==> config.mk <==
export PLATFORM = sky130hd
export DESIGN_NAME = taylor_sched
export DESIGN_NICKNAME = d
export VERILOG_FILES = /design/src/rtl/taylor_pkg.sv /design/src/rtl/taylor_rr_arb.sv /design/src/rtl/taylor_sched.sv
export SDC_FILE = /design/constraint.sdc
export NUM_CORES = 1
export LEC_CHECK = 0
export CAP_MARGIN = 20
export CORE_MARGIN = 10
export CORE_UTILIZATION = 39
export DETAILED_ROUTE_END_ITERATION = 6
export PLACE_DENSITY_LB_ADDON = 0.3
export RECOVER_POWER = 100
export SLEW_MARGIN = 20
export SYNTH_ARGS = -nofsm -noshare
export SYNTH_HDL_FRONTEND = slang
export SYNTH_HIERARCHICAL = 1
export SYNTH_SLANG_ARGS = --single-unit
export TNS_END_PERCENT = 10
==> constraint.sdc <==
create_clock -name clock -period 2.4 [get_ports clock]
set_clock_uncertainty 0.05 [all_clocks]
set_input_delay 0.48 -clock clock [delete_from_list [all_inputs] [get_ports clock]]
set_output_delay 0.48 -clock clock [all_outputs]
set_load 0.02 [all_outputs]
==> src/rtl/taylor_pkg.sv <==
// taylor_pkg: shared constants and types for the Taylor-evaluator job scheduler.
//   W         : angle/result width, Q(W-10).10 fixed point
//   FXP_SHIFT : number of fractional bits in the fixed-point format
//   TIMEOUT   : maximum cycles spent waiting on the evaluator for one job
//   sched_state_e : scheduler FSM state encoding (also visible on dbg_state)
package taylor_pkg;

  localparam int W         = 24;
  localparam int FXP_SHIFT = 10;
  localparam int TIMEOUT   = 16;

  typedef enum logic [2:0] {
    S_IDLE      = 3'd0,
    S_ISSUE     = 3'd1,
    S_WAIT_LOW  = 3'd2,
    S_WAIT_HIGH = 3'd3,
    S_RELEASE   = 3'd4,
    S_RECOVER   = 3'd5
  } sched_state_e;

endpackage

==> src/rtl/taylor_rr_arb.sv <==
// taylor_rr_arb: two-requester round-robin arbiter.
//   clock, reset : rising-edge clock, synchronous active-high reset
//   req[1:0]     : request from requester 1 / requester 0
//   advance      : a grant is being taken this cycle; move the pointer
//   grant[1:0]   : one-hot grant (all zero when nothing is requested)
// The pointer names the requester that wins a tie. It is 0 after reset and,
// whenever a grant is taken, moves to the requester that was not granted.
module taylor_rr_arb (
  input  logic       clock,
  input  logic       reset,
  input  logic [1:0] req,
  input  logic       advance,
  output logic [1:0] grant
);
  import taylor_pkg::*;

  logic ptr;

  // A lone request always wins; the pointer only breaks ties.
  always_comb begin
    grant = req;
    if (req == 2'b11) begin
      grant = ptr ? 2'b10 : 2'b01;
    end
  end

  // After granting requester 0 the pointer goes to 1, and vice versa.
  always_ff @(posedge clock) begin
    if (reset) begin
      ptr <= 1'b0;
    end else if (advance && (grant != 2'b00)) begin
      ptr <= grant[0];
    end
  end

endmodule

==> src/rtl/taylor_sched.sv <==
// taylor_sched: arbitrates jobs from two requesters onto one Taylor evaluator
// (instantiated beside this block) and returns tagged results.
//   clock, reset          : rising-edge clock, synchronous active-high reset
//   req0/req1, angle0/1   : job requests (held until acked), angles stable while req high
//   ack0/ack1             : one-cycle pulse when that requester's job is captured
//   res_valid/id/data/err : one-cycle result strobe, owner, result (0 on error), timeout flag
//   core_start/angle      : evaluator start pulse and operand
//   core_ready/result     : evaluator ready flag and result
//   core_reset            : evaluator reset (held during reset and for 2 cycles on timeout)
//   timeout_err           : sticky timeout indication, cleared only by reset
//   dbg_state             : current FSM state (sched_state_e encoding)
//
// Handshakes: a requester raises reqN and keeps it (and angleN) steady until it
// sees ackN for one cycle; the job is owned by the scheduler from then on. The
// evaluator is started by a one-cycle core_start; its result is valid when
// core_ready rises after having been seen low, and a second core_start pulse
// returns it to idle. res_valid is a one-cycle strobe with no back-pressure.
module taylor_sched #(
  parameter int W       = taylor_pkg::W,
  parameter int TIMEOUT = taylor_pkg::TIMEOUT
) (
  input  logic         clock,
  input  logic         reset,
  input  logic         req0,
  input  logic         req1,
  input  logic [W-1:0] angle0,
  input  logic [W-1:0] angle1,
  output logic         ack0,
  output logic         ack1,
  output logic         res_valid,
  output logic         res_id,
  output logic [W-1:0] res_data,
  output logic         res_err,
  output logic         core_start,
  output logic [W-1:0] core_angle,
  input  logic         core_ready,
  input  logic [W-1:0] core_result,
  output logic         core_reset,
  output logic         timeout_err,
  output logic [2:0]   dbg_state
);
  import taylor_pkg::*;

  localparam int             WCW        = $clog2(TIMEOUT + 1);
  localparam logic [WCW-1:0] WAIT_LIMIT = WCW'(TIMEOUT);

  sched_state_e   state;
  sched_state_e   state_next;
  logic [1:0]     grant;
  logic           grant_fire;
  logic           capture;
  logic           enter_recover;
  logic [W-1:0]   angle_q;
  logic [W-1:0]   result_q;
  logic           owner_q;
  logic           rec_first;
  logic [WCW-1:0] wait_cnt;
  logic [WCW-1:0] wait_cnt_inc;
  logic           wait_expired;

  taylor_rr_arb u_arb (
    .clock   (clock),
    .reset   (reset),
    .req     ({req1, req0}),
    .advance (grant_fire),
    .grant   (grant)
  );

  // Saturating wait counter; the value after this cycle decides the timeout,
  // so exactly TIMEOUT cycles are spent in WAIT_LOW/WAIT_HIGH before RECOVER.
  always_comb begin
    wait_cnt_inc = wait_cnt;
    if (wait_cnt != WAIT_LIMIT) begin
      wait_cnt_inc = wait_cnt + WCW'(1);
    end
  end

  assign wait_expired = (wait_cnt_inc == WAIT_LIMIT);

  always_comb begin
    state_next    = state;
    grant_fire    = 1'b0;
    capture       = 1'b0;
    enter_recover = 1'b0;
    case (state)
      S_IDLE: begin
        if (req0 || req1) begin
          grant_fire = 1'b1;
          state_next = S_ISSUE;
        end
      end
      S_ISSUE: begin
        state_next = S_WAIT_LOW;
      end
      // A ready still high here belongs to the previous job; wait for it to drop.
      S_WAIT_LOW: begin
        if (!core_ready) begin
          state_next = S_WAIT_HIGH;
        end else if (wait_expired) begin
          state_next    = S_RECOVER;
          enter_recover = 1'b1;
        end
      end
      S_WAIT_HIGH: begin
        if (core_ready) begin
          capture    = 1'b1;
          state_next = S_RELEASE;
        end else if (wait_expired) begin
          state_next    = S_RECOVER;
          enter_recover = 1'b1;
        end
      end
      S_RELEASE: begin
        state_next = S_IDLE;
      end
      // rec_first marks the first of the two core_reset cycles.
      S_RECOVER: begin
        if (!rec_first) begin
          state_next = S_IDLE;
        end
      end
      default: begin
        state_next = S_IDLE;
      end
    endcase
  end

  always_ff @(posedge clock) begin
    if (reset) begin
      state       <= S_IDLE;
      ack0        <= 1'b0;
      ack1        <= 1'b0;
      res_valid   <= 1'b0;
      res_id      <= 1'b0;
      res_data    <= '0;
      res_err     <= 1'b0;
      timeout_err <= 1'b0;
      angle_q     <= '0;
      result_q    <= '0;
      owner_q     <= 1'b0;
      rec_first   <= 1'b0;
      wait_cnt    <= '0;
    end else begin
      state     <= state_next;
      ack0      <= grant_fire & grant[0];
      ack1      <= grant_fire & grant[1];
      res_valid <= 1'b0;
      rec_first <= enter_recover;

      if (grant_fire) begin
        angle_q <= grant[1] ? angle1 : angle0;
        owner_q <= grant[1];
      end

      if (state == S_ISSUE) begin
        wait_cnt <= '0;
      end else if ((state == S_WAIT_LOW) || (state == S_WAIT_HIGH)) begin
        wait_cnt <= wait_cnt_inc;
      end

      if (capture) begin
        result_q <= core_result;
      end

      // Result strobe lands in the cycle after RELEASE (the next IDLE), so it
      // can never coincide with an ack, which also needs a full IDLE cycle.
      if (state == S_RELEASE) begin
        res_valid <= 1'b1;
        res_id    <= owner_q;
        res_data  <= result_q;
        res_err   <= 1'b0;
      end else if (enter_recover) begin
        res_valid   <= 1'b1;
        res_id      <= owner_q;
        res_data    <= '0;
        res_err     <= 1'b1;
        timeout_err <= 1'b1;
      end
    end
  end

  // Gated by reset so the evaluator sees no start while reset is asserted.
  assign core_start = !reset && ((state == S_ISSUE) || (state == S_RELEASE));
  assign core_reset = reset || (state == S_RECOVER);
  assign core_angle = angle_q;
  assign dbg_state  = state;

endmodule

# Word level (Yosys, flattened, before mapping)
# Cells that the tools add are included.
[classes]
n_mux = 24
n_eq_ne = 10
reduce_logical = 14
bitwise = 3
add_sub_neg = 1
[ops]
columns = ["operator", "count"]
rows = [
  ["2-to-1 mux 24 bit", 3],
  ["2-to-1 mux 3 bit", 5],
  ["one-hot mux 3 bit (5 select lines)", 1],
  ["2-to-1 mux 1 bit", 11],
  ["equality test 3 x 2 -> 1 bit, second input constant", 2],
  ["equality test 3 bit, second input constant", 2],
  ["adder 5 x 1 -> 5 bit, second input constant", 1],
  ["equality test 5 bit, second input constant", 1],
  ["2-to-1 mux 5 bit", 1],
  ["!= test 5 bit, second input constant", 1],
  ["logical OR 1 bit", 4],
  ["2-to-1 mux 2 bit", 2],
  ["!= test 2 bit, second input constant", 2],
  ["AND reduction 2 bit", 2],
  ["nonzero test 2 bit", 2],
  ["OR reduction 2 bit", 2],
  ["equality test 3 x 1 -> 1 bit, second input constant", 1],
  ["logical NOT 3 bit", 1],
  ["AND 1 bit", 2],
  ["equality test 2 bit, second input constant", 1],
  ["logical AND 1 bit", 2],
  ["one-hot mux 1 bit (2 select lines)", 1],
  ["logical NOT 1 bit", 1],
  ["inverter 1 bit", 1],
]
[word_totals]
ff_bits = 89
elab_cells = 66
in_bits = 77
output_inout_bits = 59

# Depth between registers and ports, before layout
# Gate-level depths: netlist of the first run.
[depth]
depth_word = 8
depth_mapped = 8
depth_no_buf = 7

# By module
# The synthesis of the first run kept the hierarchy.
[modules_own_cells]
columns = ["module", "cells_each", "seq_area_each_um2", "area_each_um2", "instances"]
rows = [
  ["taylor_sched", 367, 1761.7, 3460.8, 1],
  ["taylor_rr_arb", 7, 20.0, 65.1, 1],
]

# Worst setup path before layout of the first run
# Ideal clock, no wire load.
[synth_path]
path_type = "register -> register"
startpoint = "register wait_cnt[0]"
endpoint = "register res_data[0]"
path_buffers = 1
t_required_ns = 2.233
period_less_slack_ns = 2.397
arrival_time_ns = 2.230
slack_ns = 0.003
setup_time_ns = 0.117
stages_incl_launch_ff = 9
path_cell_list = "dfxtp_1 > inv_2 > ha_1 > nor2b_4 > or4_4 > a311oi_4 > a211oi_4 > buf_6 > a22o_1"
[synth_between]
elab_chain_cells = 7
elab_cells_between_ends = 9
classes_between = "add/sub (1); eq/ne (2); mux (5); reduce/logical (1)"
[synth_lines]
columns = ["item", "line_no", "rtl"]
rows = [
  ["start: declaration", "taylor_sched.sv:57", "logic [WCW-1:0] wait_cnt;"],
  ["start signal: assignment", "taylor_sched.sv:158", "wait_cnt <= wait_cnt_inc;"],
  ["adder 5 x 1 -> 5 bit or != test 5 bit (tied branches)", "taylor_sched.sv:74, taylor_sched.sv:73", ""],
  ["2-to-1 mux 5 bit (*)", "taylor_sched.sv:73", "if (wait_cnt != WAIT_LIMIT) begin"],
  ["equality test 5 bit (*)", "taylor_sched.sv:78", "assign wait_expired = (wait_cnt_inc == WAIT_LIMIT);"],
  ["2-to-1 mux 1 bit (*)", "taylor_sched.sv:99, taylor_sched.sv:108", ""],
  ["2-to-1 mux 1 bit, on equally long branches", "taylor_sched.sv:105, taylor_sched.sv:97", ""],
  ["one-hot mux 1 bit (2 select lines) (*)", "taylor_sched.sv:85", "case (state)"],
  ["nonzero test 2 bit (no source line) (*)", "--", ""],
  ["end signal: assignment", "taylor_sched.sv:170", "res_data <= result_q;"],
  ["end: declaration", "taylor_sched.sv:32", "output logic [W-1:0] res_data,"],
]
# Mark *: on every way between the ends. The rest lies on a longest branch, timed or not.
# A chain may end at the register's enable or synchronous reset.

# Worst setup path after layout of the first run
[layout_path]
startpoint = "register wait_cnt[0]"
endpoint = "register res_data[19]"
# The elaborated chain is that of the path after synthesis.

==> summary.md, run 1 <==
| Metric | Value |
|---|---|
| Synth area leader | `dfxtp_1` |
| Ys async rst share | `0%` |
| Syn-to-layout area delta | `48.3%` |
| M1 GR Usage | `17.0%` |
| Routed wire length | `a little under 10000 um` |
| Crit path DAT | `2.51 ns` |
| Via Count | `roughly 3100` |
| Post-synth top cells | `dfxtp_1 (89), nand2_1 (56), nor2_1 (40)` |
| Synthesis-stage register bit count | `89` |
| Largest net degree at the start of global routing | `54` |
| Initial drt markers | `between 100 and 150` |
| Worst reg2reg setup slack | `between 0.09 and 0.1 ns` |
| Placed cell area | `roughly 5000 um2` |
| RSZ-0062 raised after global routing | `false` |
| Rel. slew slack | `between 30% and 40%` |
| Worst Tran Pin Value | `between 0.9 and 1 ns` |
| Hold buffer count at cts | `0` |
| Buffers on Ports | `around 140` |
| Global route overflow | `0` |
| Peak VDD IR | `approximately 0.00032 V` |
| Status | `finished clean` |
| Remaining DRCs | `0` |
| Delay-heaviest family, CP | `compound AO/OA/AOI/OAI gates` |
| Core area | `~8800 um2` |
| Cell Area, Synth | `around 3500 um2` |
| Met3 Track Usage GR | `under 10%` |
| Worst reg2reg path startpoint | `wait_cnt[0]$_SDFFE_PP0P_` |
| Worst setup EP type | `register` |
| LEAKAGE | `around 2.1 nW` |
| GPL Wtd Cong | `around 0.8` |
| Crit path time final | `approximately 2.3 ns` |
| EDFF count, synth | `0` |
| Die X | `roughly 120 um` |
| DRT Pass-1 Iters | `4` |
| Synth top area share | `between 50 and 60%` |
| Hold endpoint | `result_q[22]$_SDFFE_PP0P_` |
| Global-route wire length before repair | `between 15000 and 20000 um` |
| Post-synthesis sequential area ratio | `between 50% and 60%` |
| Clk Latency, worst-skew pair | `around 0.35 ns` |
| TritonCTS clock tree | `built` |
| Hold path startpoint | `result_q[22]$_SDFFE_PP0P_` |
| Total clock sinks | `89` |
| Initial antenna violation count | `0` |
| Critical-path maximum fanout | `12` |
| Worst Setup SP | `wait_cnt[0]$_SDFFE_PP0P_` |
| Routed Antenna Nets | `0` |
| F_max | `0.433 GHz` |
| Startpoint Class | `register` |
| Post-synth net total | `453` |
| All-Layer GR Usage | `~15%` |
| Via density | `between 5 and 6` |
| Final Instance Area | `roughly 5200 um2` |
| Pwr per Cell Area | `694 nW/um2` |
| Clk slew on worst S/H paths | `0.10 ns` |
| Most frequent cell after synthesis | `dfxtp_1` |
| Global routing's busiest layer | `met2` |
| R2R cell count | `8` |
| H-tree depth | `3` |
| Dpl hpwl | `slightly above 7000 um` |
| Min-Delay Path Depth | `2` |
| Ys Warns | `6` |
| Boundary pin count | `136` |
| Netlist cell types | `42` |
| Min-delay worst type | `reg -> reg` |
| Crit-path cells | `inv_2 -> ha_1 -> nor2b_4 -> or4_4 -> a311oi_4 -> buf_4 -> a211oi_4 -> a22o_2` |
| WL/cell | `between 15 and 20 um` |
| Fin. Hold Viols | `0` |
| Crit Path Category | `reg -> reg` |
| CP max stage cell | `or4_4` |
| CTS Root Cell | `clkbuf_8` |
| Final Slew Violations | `0` |
| Clk buf depth | `2` |
| Initial core utilization | `between 40% and 50%` |
| Final setup violation count | `0` |
| Number of global-route vias before repair | `around 3100` |
| Total CTS buffers | `9` |
| Top post-synthesis cells by area | `dfxtp_1 (51%), mux2i_1 (7.4%), nand2_1 (6.0%)` |
| Critical Path RT | `roughly 2.6 ns` |
| Share of cells above drive strength 1 | `under 10%` |
| CP peak stage delay | `0.50 ns` |
| Die Ht | `around 120 um` |
| Final nets | `approximately 590` |
| Final worst slack | `between 0.09 and 0.1 ns` |
| MaxCap Viol Count | `0` |
| Avg Cell Area, Syn | `~9.4 um2` |
| Top FF cell, synth | `dfxtp_1` |
| Antenna diodes | `0` |
| Cells after Synth | `roughly 370` |
| Die ar. | `13200 um2` |
| Pre-CTS setup slack | `-0.167 ns` |
| Cell row count | `34` |
| WP buf/inv | `2` |
| Crit Reg-Reg Endpoint | `res_data[19]$_SDFFE_PP0P_` |
| Met2 Track Usage GR | `between 20 and 25%` |
| Fin crit share | `a little under 100%` |
logic make-up (layout without fill, tap and decap cells):
kind of cell / count (synthesis) / in the layout / synth area share, %
XOR/XNOR: 7 / 7 / 1.74
AO/OA/AOI/OAI: 94 / 95 / 19.7
multiplexers: 27 / 27 / 7.81
buffers and inverters: 34 / 172 / 4.54
flip-flops: 89 / 89 / 50.5
AND/OR/NAND/NOR: 121 / 121 / 14.9
adder cells (fa/ha/maj): 2 / 2 / 0.710
worst max-delay path by stage:
stage,slack (ns),cells past startpoint,end
CTS,0.01,8,res_data[19]$_SDFFE_PP0P_
floorplan,0.003,8,res_data[0]$_SDFFE_PP0P_
global route,0.007,8,res_data[19]$_SDFFE_PP0P_
detailed placement,-0.17,5,res_data[19]$_SDFFE_PP0P_
finish,0.09,8,res_data[19]$_SDFFE_PP0P_
global placement,-0.13,5,res_data[21]$_SDFFE_PP0P_
sequential cells by signal, indices dropped and copies added (netlist names):
name,cells
res_id,1
result_q,24
timeout_err,1
wait_cnt,5
res_valid,1
rec_first,1
ack0,1
core_angle,24
res_err,1
u_arb/ptr,1
dbg_state,3
owner_q,1
ack1,1
res_data,24
per-stage QoR:
stage	TNS [ns]	power [mW]	hold slack, ns	util, %	std cells
finish	0	3.63	0.409	59.7	621
global route	0	3.85	0.429	59.7	621
CTS	0	3.72	0.410	59.9	621
detailed placement	-3.50	2.71	0.397	57.2	602
global placement	-2.67	2.69	0.392	57.2	602
floorplan	0	2.24	0.386	-	374
power breakdown:
group	switching [mW]	total (mW)	internal [mW]
sequential	0.0747	1.68	1.60
clock	0.594	1.00	0.408
combinational	0.501	0.948	0.446
layer usage:
metal	part of all wire [%]	wire [um]
met4	0.55	54
met2	44	4350
met1	42	4090
met5	0	0
met3	13	1290
final cells by class:
type	instances	area, um2
fillers	771	3540
inverters	6	22.5
flip-flops and latches	89	1790
well taps	108	135
clock inverters	7	73.8
multi-input cells	252	1620
clock buffers	9	124
repair buffers	150	1470
cells in the final DEF, fill, tap and decap left out, types with 9 or more instances in the layout:
| master | n |
|---|---|
| nand2_1 | 56 |
| a22o_1 | 20 |
| mux2i_1 | 26 |
| buf_4 | 10 |
| a211oi_1 | 25 |
| dlygate4sd3_1 | 58 |
| nor2_1 | 38 |
| clkdlybuf4s50_1 | 75 |
| clkbuf_8 | 9 |
| dfxtp_1 | 86 |
| a21oi_1 | 32 |
worst register-to-register path, delay by kind of cell, from the launching register on:
family	cells	cell delay (ns)
compound gates	3	0.72
simple gates	2	0.62
buf+inv	2	0.22
fa+ha+maj	1	0.21
flops	1	0.39
repair_timing:
action / in CTS / in global routing
endpoints found under the setup margin: 26 / 26
resized for setup: 2 / 5
cloned: 1 / 0
buffers inserted: 2 / 0
pin swaps: 2 / 0
hold endpoints to repair: 0 / 0
(Power assumes the default switching activity.)
==> run 2, diff against run 1 <==
--- a/config.mk
+++ b/config.mk
@@ -6,7 +6,7 @@
 export NUM_CORES = 1
 export LEC_CHECK = 0
 export CAP_MARGIN = 20
-export CORE_MARGIN = 10
+export CORE_MARGIN = 4
 export CORE_UTILIZATION = 39
 export DETAILED_ROUTE_END_ITERATION = 6
 export PLACE_DENSITY_LB_ADDON = 0.3
==> run 2 against run 1 <==
Net effect: first-iteration DRC count decreased by 36%; worst setup slack better by 0.00086 ns; core utilization rose by 0.16 points; sequential share of layout area is 0.090 points lower; register-to-register slack barely moved; die area down 20%; maximum frequency about the same; non-clock buffer count did not move; global-route usage up 2.4 points; hold slack worse by 0.00086 ns; via count down 0.22%; count of clock-buffer cells in the layout unchanged.
==> summary.md, run 2 (same netlist as run 1, synthesis figures left out) <==
| Metric | Value |
|---|---|
| Fin crit share | `96.2% (about the same)` |
| GPL Wtd Cong | `0.881 (+9.2%)` |
| Critical Path RT | `2.60 ns (about the same)` |
| Initial drt markers | `77 (-36%)` |
| Via Count | `3108 (-0.22%)` |
| Routed Antenna Nets | `0 (unchanged)` |
| Commonest non-fill, non-tap cells in the layout | `clkdlybuf4s50_1 (134), dfxtp_1 (86), nand2_1 (56)` |
| Antenna diodes | `0 (unchanged)` |
| Boundary pin count | `136 (unchanged)` |
| Clk Latency, worst-skew pair | `0.35 ns (about the same)` |
| Crit path time final | `2.31 ns (-0.000860 ns)` |
| All-Layer GR Usage | `17.0% (+2.4 points)` |
| CP max stage cell | `or4_4` |
| Final worst slack | `0.0912 ns (+0.000860 ns)` |
| Initial core utilization | `40.2% (unchanged)` |
| Remaining DRCs | `0 (unchanged)` |
| Share of cells above drive strength 1 | `9.94% (+0.78 points)` |
| MaxCap Viol Count | `0 (unchanged)` |
| Cell row count | `34 (unchanged)` |
| Pre-CTS setup slack | `-0.180 ns (-0.0131 ns)` |
| LEAKAGE | `1.94 nW (-7.3%)` |
| RSZ-0062 raised after global routing | `true` |
| Via density | `5.00 (-0.22%)` |
| DRT Pass-1 Iters | `5 (+1)` |
| Global route overflow | `0 (unchanged)` |
| Worst setup EP type | `register` |
| Dpl hpwl | `6550 um (-9.4%)` |
| Pwr per Cell Area | `702 nW/um2 (+1.3%)` |
| Crit Path Category | `reg -> reg` |
| Status | `finished clean` |
| Commonest non-fill, non-tap cell in the layout | `clkdlybuf4s50_1` |
| Clk buf depth | `2 (unchanged)` |
| Final nets | `587 (unchanged)` |
| Crit path DAT | `2.51 ns (about the same)` |
| Number of global-route vias before repair | `2968 (-5.1%)` |
| Fin. Hold Viols | `0 (unchanged)` |
| Setup TNS | `0 ns (unchanged)` |
| Worst Tran Pin Value | `0.973 ns (-0.0120 ns)` |
| Global-route wire length before repair | `14100 um (-11%)` |
| TritonCTS clock tree | `built` |
| Die ar. | `10600 um2 (-20%)` |
| Final setup violation count | `0 (unchanged)` |
| Largest net degree at the start of global routing | `54 (unchanged)` |
| Final Instance Area | `5240 um2 (+0.26%)` |
| Syn-to-layout area delta | `48.7%` |
| Die Ht | `103 um (-10%)` |
| Critical-path maximum fanout | `12 (unchanged)` |
| Core area | `8760 um2 (unchanged)` |
| Startpoint Class | `register` |
| Hold buffer count at cts | `0 (unchanged)` |
| WHS | `0.408 ns (-0.000858 ns)` |
| Placed cell area | `5010 um2 (unchanged)` |
| CP peak stage delay | `0.50 ns (about the same)` |
| Clk slew on worst S/H paths | `0.09 ns (about the same)` |
| Total clock sinks | `89 (unchanged)` |
| Rel. slew slack | `35.1% (+0.80 points)` |
| Total CTS buffers | `9 (unchanged)` |
| Routed wire length | `8920 um (-8.8%)` |
| Final Slew Violations | `0 (unchanged)` |
| Die X | `103 um (-10%)` |
| H-tree depth | `3 (unchanged)` |
| Initial antenna violation count | `0 (unchanged)` |
| Crit-path cells | `inv_2 -> ha_1 -> nor2b_4 -> or4_4 -> a311oi_4 -> buf_4 -> a211oi_4 -> a22o_2` |
| Buffers on Ports | `135 (unchanged)` |
| Overall power | `3.68 mW (+1.5%)` |
| Min-delay worst type | `reg -> reg` |
| Peak VDD IR | `0.000355 V (+9.6%)` |
| F_max | `0.433 GHz (about the same)` |
| CTS Root Cell | `clkbuf_8` |
| WL/cell | `14.4 um (-8.8%)` |
-- run 2: cell count changes in the layout (fill, tap and decap cells not counted), sizes merged --
| cell | previous run | this run |
|---|---|---|
| clkinvlp | 2 | 1 |
| clkbuf | 13 | 10 |
| inv | 9 | 11 |
| buf | 13 | 15 |
| clkinv | 2 | 1 |
| dlygate4sd3 | 58 | 0 |
| clkdlybuf4s50 | 75 | 134 |
-- run 2: worst paths after layout --
check                                            endpoint                startpoint  cells after the start  slack, ns
worst min register to register   result_q[2]$_SDFFE_PP0P_  result_q[2]$_SDFFE_PP0P_                      2       0.41
worst min-delay path             result_q[2]$_SDFFE_PP0P_  result_q[2]$_SDFFE_PP0P_                      2       0.41
worst max-delay path            res_data[20]$_SDFFE_PP0P_  wait_cnt[0]$_SDFFE_PP0P_                      8       0.09
worst max register to register  res_data[20]$_SDFFE_PP0P_  wait_cnt[0]$_SDFFE_PP0P_                      8       0.09
-- run 2: area by class of cell --
class / instances / area (um2)
Clock buffer: 9 / 124
Clock inverter: 7 / 70.1
Fill cell: 780 / 3520
Inverter: 6 / 22.5
Multi-Input combinational cell: 252 / 1620
Sequential cell: 89 / 1790
Tap cell: 108 / 135
Timing Repair Buffer: 150 / 1480
-- run 2: layer usage --
layer	routed length [um]	track usage, %
met5	0	0
met4	107	6.18
met3	981	6.97
met2	3990	26.7
met1	3840	20.9
-- run 2: critical path: cells and delay by family (launching register included) --
| family | cells | cell delay [ns] |
|---|---|---|
| buf+inv | 2 | 0.22 |
| flops | 1 | 0.38 |
| compound gates | 3 | 0.71 |
| fa+ha+maj | 1 | 0.22 |
| simple gates | 2 | 0.63 |
-- run 2: power by group --
group | internal [mW] | leakage [nW] | total [mW] | switching [mW]
Combinational | 0.490 | 1.12 | 0.992 | 0.502
Clock | 0.411 | 0.0977 | 1.01 | 0.596
Sequential | 1.60 | 0.726 | 1.68 | 0.0799
Total | 2.50 | 1.94 | 3.68 | 1.18
-- run 2: stage by stage --
step                      instances  utilization, %
after global routing            621            59.8
final                           621            59.8
after CTS                       621            59.9
after global placement          602            57.2
after floorplan                 374               -
after detailed placement        602            57.2
-- run 2: what timing repair did --
action	in CTS	in global routing
setup endpoints to repair	26	27
buffers inserted	2	0
cloned	1	0
endpoints found under the hold margin	0	0
pin swaps	2	1
gates resized for setup	3	3
==> run 3, diff against run 2 <==
--- a/config.mk
+++ b/config.mk
@@ -6,9 +6,10 @@
 export NUM_CORES = 1
 export LEC_CHECK = 0
 export CAP_MARGIN = 20
-export CORE_MARGIN = 4
+export CORE_MARGIN = 2
 export CORE_UTILIZATION = 39
 export DETAILED_ROUTE_END_ITERATION = 6
+export HOLD_SLACK_MARGIN = 0.12
 export PLACE_DENSITY_LB_ADDON = 0.3
 export RECOVER_POWER = 100
 export SLEW_MARGIN = 20
@@ -16,4 +17,3 @@
 export SYNTH_HDL_FRONTEND = slang
 export SYNTH_HIERARCHICAL = 1
 export SYNTH_SLANG_ARGS = --single-unit
-export TNS_END_PERCENT = 10
==> run 3 against run 2 <==
Net effect: sequential power about the same; sequential share of layout area is 0.13 points higher; maximum frequency is 0.26% lower; total power shrank 1.7%; design area shrank 0.38%; die area down 7.6%; count of clock-buffer cells in the layout stayed put; first-iteration DRC count increased by 13%; wire length down 2.0%; combinational power decreased by 6.0%; largest cell class unchanged.
==> summary.md, run 3 (same netlist as run 1, synthesis figures left out) <==
| Metric | Value |
|---|---|
| Status | `finished clean` |
| Final Slew Violations | `0 (unchanged)` |
| Routed wire length | `8740 um (-2.0%)` |
| Dpl hpwl | `6170 um (-5.9%)` |
| F_max | `0.432 GHz (-0.26%)` |
| DRT Pass-1 Iters | `4 (-1)` |
| Share of cells above drive strength 1 | `9.38% (-0.57 points)` |
| WL/cell | `14.1 um (-2.0%)` |
| RSZ-0062 raised after global routing | `true` |
| Worst reg2reg path startpoint | `wait_cnt[0]$_SDFFE_PP0P_` |
| All-Layer GR Usage | `17.5% (+0.55 points)` |
| H-tree depth | `3 (unchanged)` |
| Crit path DAT | `2.52 ns (about the same)` |
| Global-route wire length before repair | `13900 um (-1.7%)` |
| CP peak stage delay | `0.49 ns (about the same)` |
| Worst Setup SP | `wait_cnt[0]$_SDFFE_PP0P_` |
| Number of global-route vias before repair | `2961 (-0.24%)` |
| Final worst slack | `0.0852 ns (-0.00596 ns)` |
| Clk buf depth | `2 (unchanged)` |
| TritonCTS clock tree | `built` |
| Syn-to-layout area delta | `48.1%` |
| Final nets | `586 (-0.17%)` |
| LEAKAGE | `2.09 nW (+7.7%)` |
| Crit path time final | `2.31 ns (+0.00596 ns)` |
| Buffers on Ports | `135 (unchanged)` |
| Hold buffer count at cts | `0 (unchanged)` |
| Rel. slew slack | `36.7% (+1.6 points)` |
| Min-delay worst type | `reg -> reg` |
| Initial drt markers | `87 (+13%)` |
| Boundary pin count | `136 (unchanged)` |
| Pwr per Cell Area | `693 nW/um2 (-1.3%)` |
| Global route overflow | `0 (unchanged)` |
| Final setup violation count | `0 (unchanged)` |
| Hold path startpoint | `result_q[10]$_SDFFE_PP0P_` |
| Setup TNS | `0 ns (unchanged)` |
| Initial antenna violation count | `0 (unchanged)` |
| Startpoint Class | `register` |
| CTS Root Cell | `clkbuf_8` |
| Die ar. | `9820 um2 (-7.6%)` |
| Worst Tran Pin Value | `0.950 ns (-0.0229 ns)` |
| Largest net degree at the start of global routing | `58 (+7.4%)` |
| Total clock sinks | `89 (unchanged)` |
| MaxCap Viol Count | `0 (unchanged)` |
| Remaining DRCs | `0 (unchanged)` |
| Worst setup EP type | `register` |
| Commonest non-fill, non-tap cells in the layout | `dfxtp_1 (86), clkdlybuf4s50_1 (77), dlygate4sd3_1 (57)` |
| Critical Path RT | `2.60 ns (about the same)` |
| Fin. Hold Viols | `0 (unchanged)` |
| Clk Latency, worst-skew pair | `0.35 ns (about the same)` |
| CP max stage cell | `or4_4` |
| Cell row count | `34 (unchanged)` |
| Overall power | `3.62 mW (-1.7%)` |
| Peak VDD IR | `0.000321 V (-9.6%)` |
| Commonest non-fill, non-tap cell in the layout | `dfxtp_1` |
| Footprint of the multi-input gates | `1620 um2 (unchanged)` |
| GPL Wtd Cong | `0.829 (-5.9%)` |
| Sequential cell area | `1790 um2 (unchanged)` |
| Die X | `99.1 um (-3.9%)` |
| Core area | `8760 um2 (unchanged)` |
| Initial core utilization | `40.2% (unchanged)` |
| Die Ht | `99.1 um (-3.9%)` |
| # fillers | `768 (-1.5%)` |
| Clk slew on worst S/H paths | `0.10 ns (about the same)` |
| Via Count | `3182 (+2.4%)` |
| Pre-CTS setup slack | `-0.158 ns (+0.0215 ns)` |
| Routed Antenna Nets | `0 (unchanged)` |
| Crit Path Category | `reg -> reg` |
| Via density | `5.12 (+2.4%)` |
| Total CTS buffers | `9 (unchanged)` |
| Critical-path maximum fanout | `12 (unchanged)` |
| Fin crit share | `96.4% (+0.25 points)` |
| Crit-path cells | `inv_2 -> ha_1 -> nor2b_4 -> or4_4 -> a311oi_4 -> buf_4 -> a211oi_4 -> a22o_2` |
[run 3: layout make-up]
class,instances,area share (%)
clock buffers,9,2.37
flip-flops and latches,89,34.2
diodes,1,0.0479
clock inverters,7,1.41
multi-input cells,252,31.0
inverters,6,0.431
well taps,108,2.59
repair buffers,149,27.9
[run 3: path summary, 6_finish.rpt]
kind                               endpoint  slack [ns]  cells after the start
setup / recovery  res_data[22]$_SDFFE_PP0P_        0.09                      8
hold / removal    result_q[10]$_SDFFE_PP0P_        0.41                      2
setup reg to reg  res_data[22]$_SDFFE_PP0P_        0.09                      8
hold reg to reg   result_q[10]$_SDFFE_PP0P_        0.41                      2
[run 3: timing repair]
action                                  4_1_cts  5_1_grt
resized for setup                             1        5
setup buffers                                 2        0
endpoints found under the setup margin       25       28
pin swaps                                     2        0
gates cloned                                  1        0
[run 3: metrics by stage]
stage	instances	hold WS, ns	utilization, %	cell area, um2
3_5_place_dp	601	0.396	57.1	5000
4_1_cts	620	0.410	59.7	5240
6_report	621	0.409	59.6	5220
3_3_place_gp	601	0.391	57.1	5000
5_1_grt	620	0.426	59.6	5220
2_1_floorplan	374	0.386	-	3530
[run 3: worst max-delay path: cells and delay by family, from the launching register on]
| kind | cells | cell delay, ns |
|---|---|---|
| AO/OA/AOI/OAI | 3 | 0.71 |
| flip-flops | 1 | 0.39 |
| adder cells (fa/ha/maj) | 1 | 0.21 |
| AND/OR/NAND/NOR | 2 | 0.61 |
| buffers and inverters | 2 | 0.25 |
[run 3: per-layer routing]
metal  global-route usage [%]  wire, um  share of wire (%)
met1                     21.1      3660                 42
met2                     29.5      4100                 47
met3                     6.31       879                 10
met5                        0         0                  0
met4                     5.27        95                1.1
[run 3: report_power, final]
group,switching [mW],internal (mW)
clock,0.597,0.410
combinational,0.497,0.436
sequential,0.0779,1.60
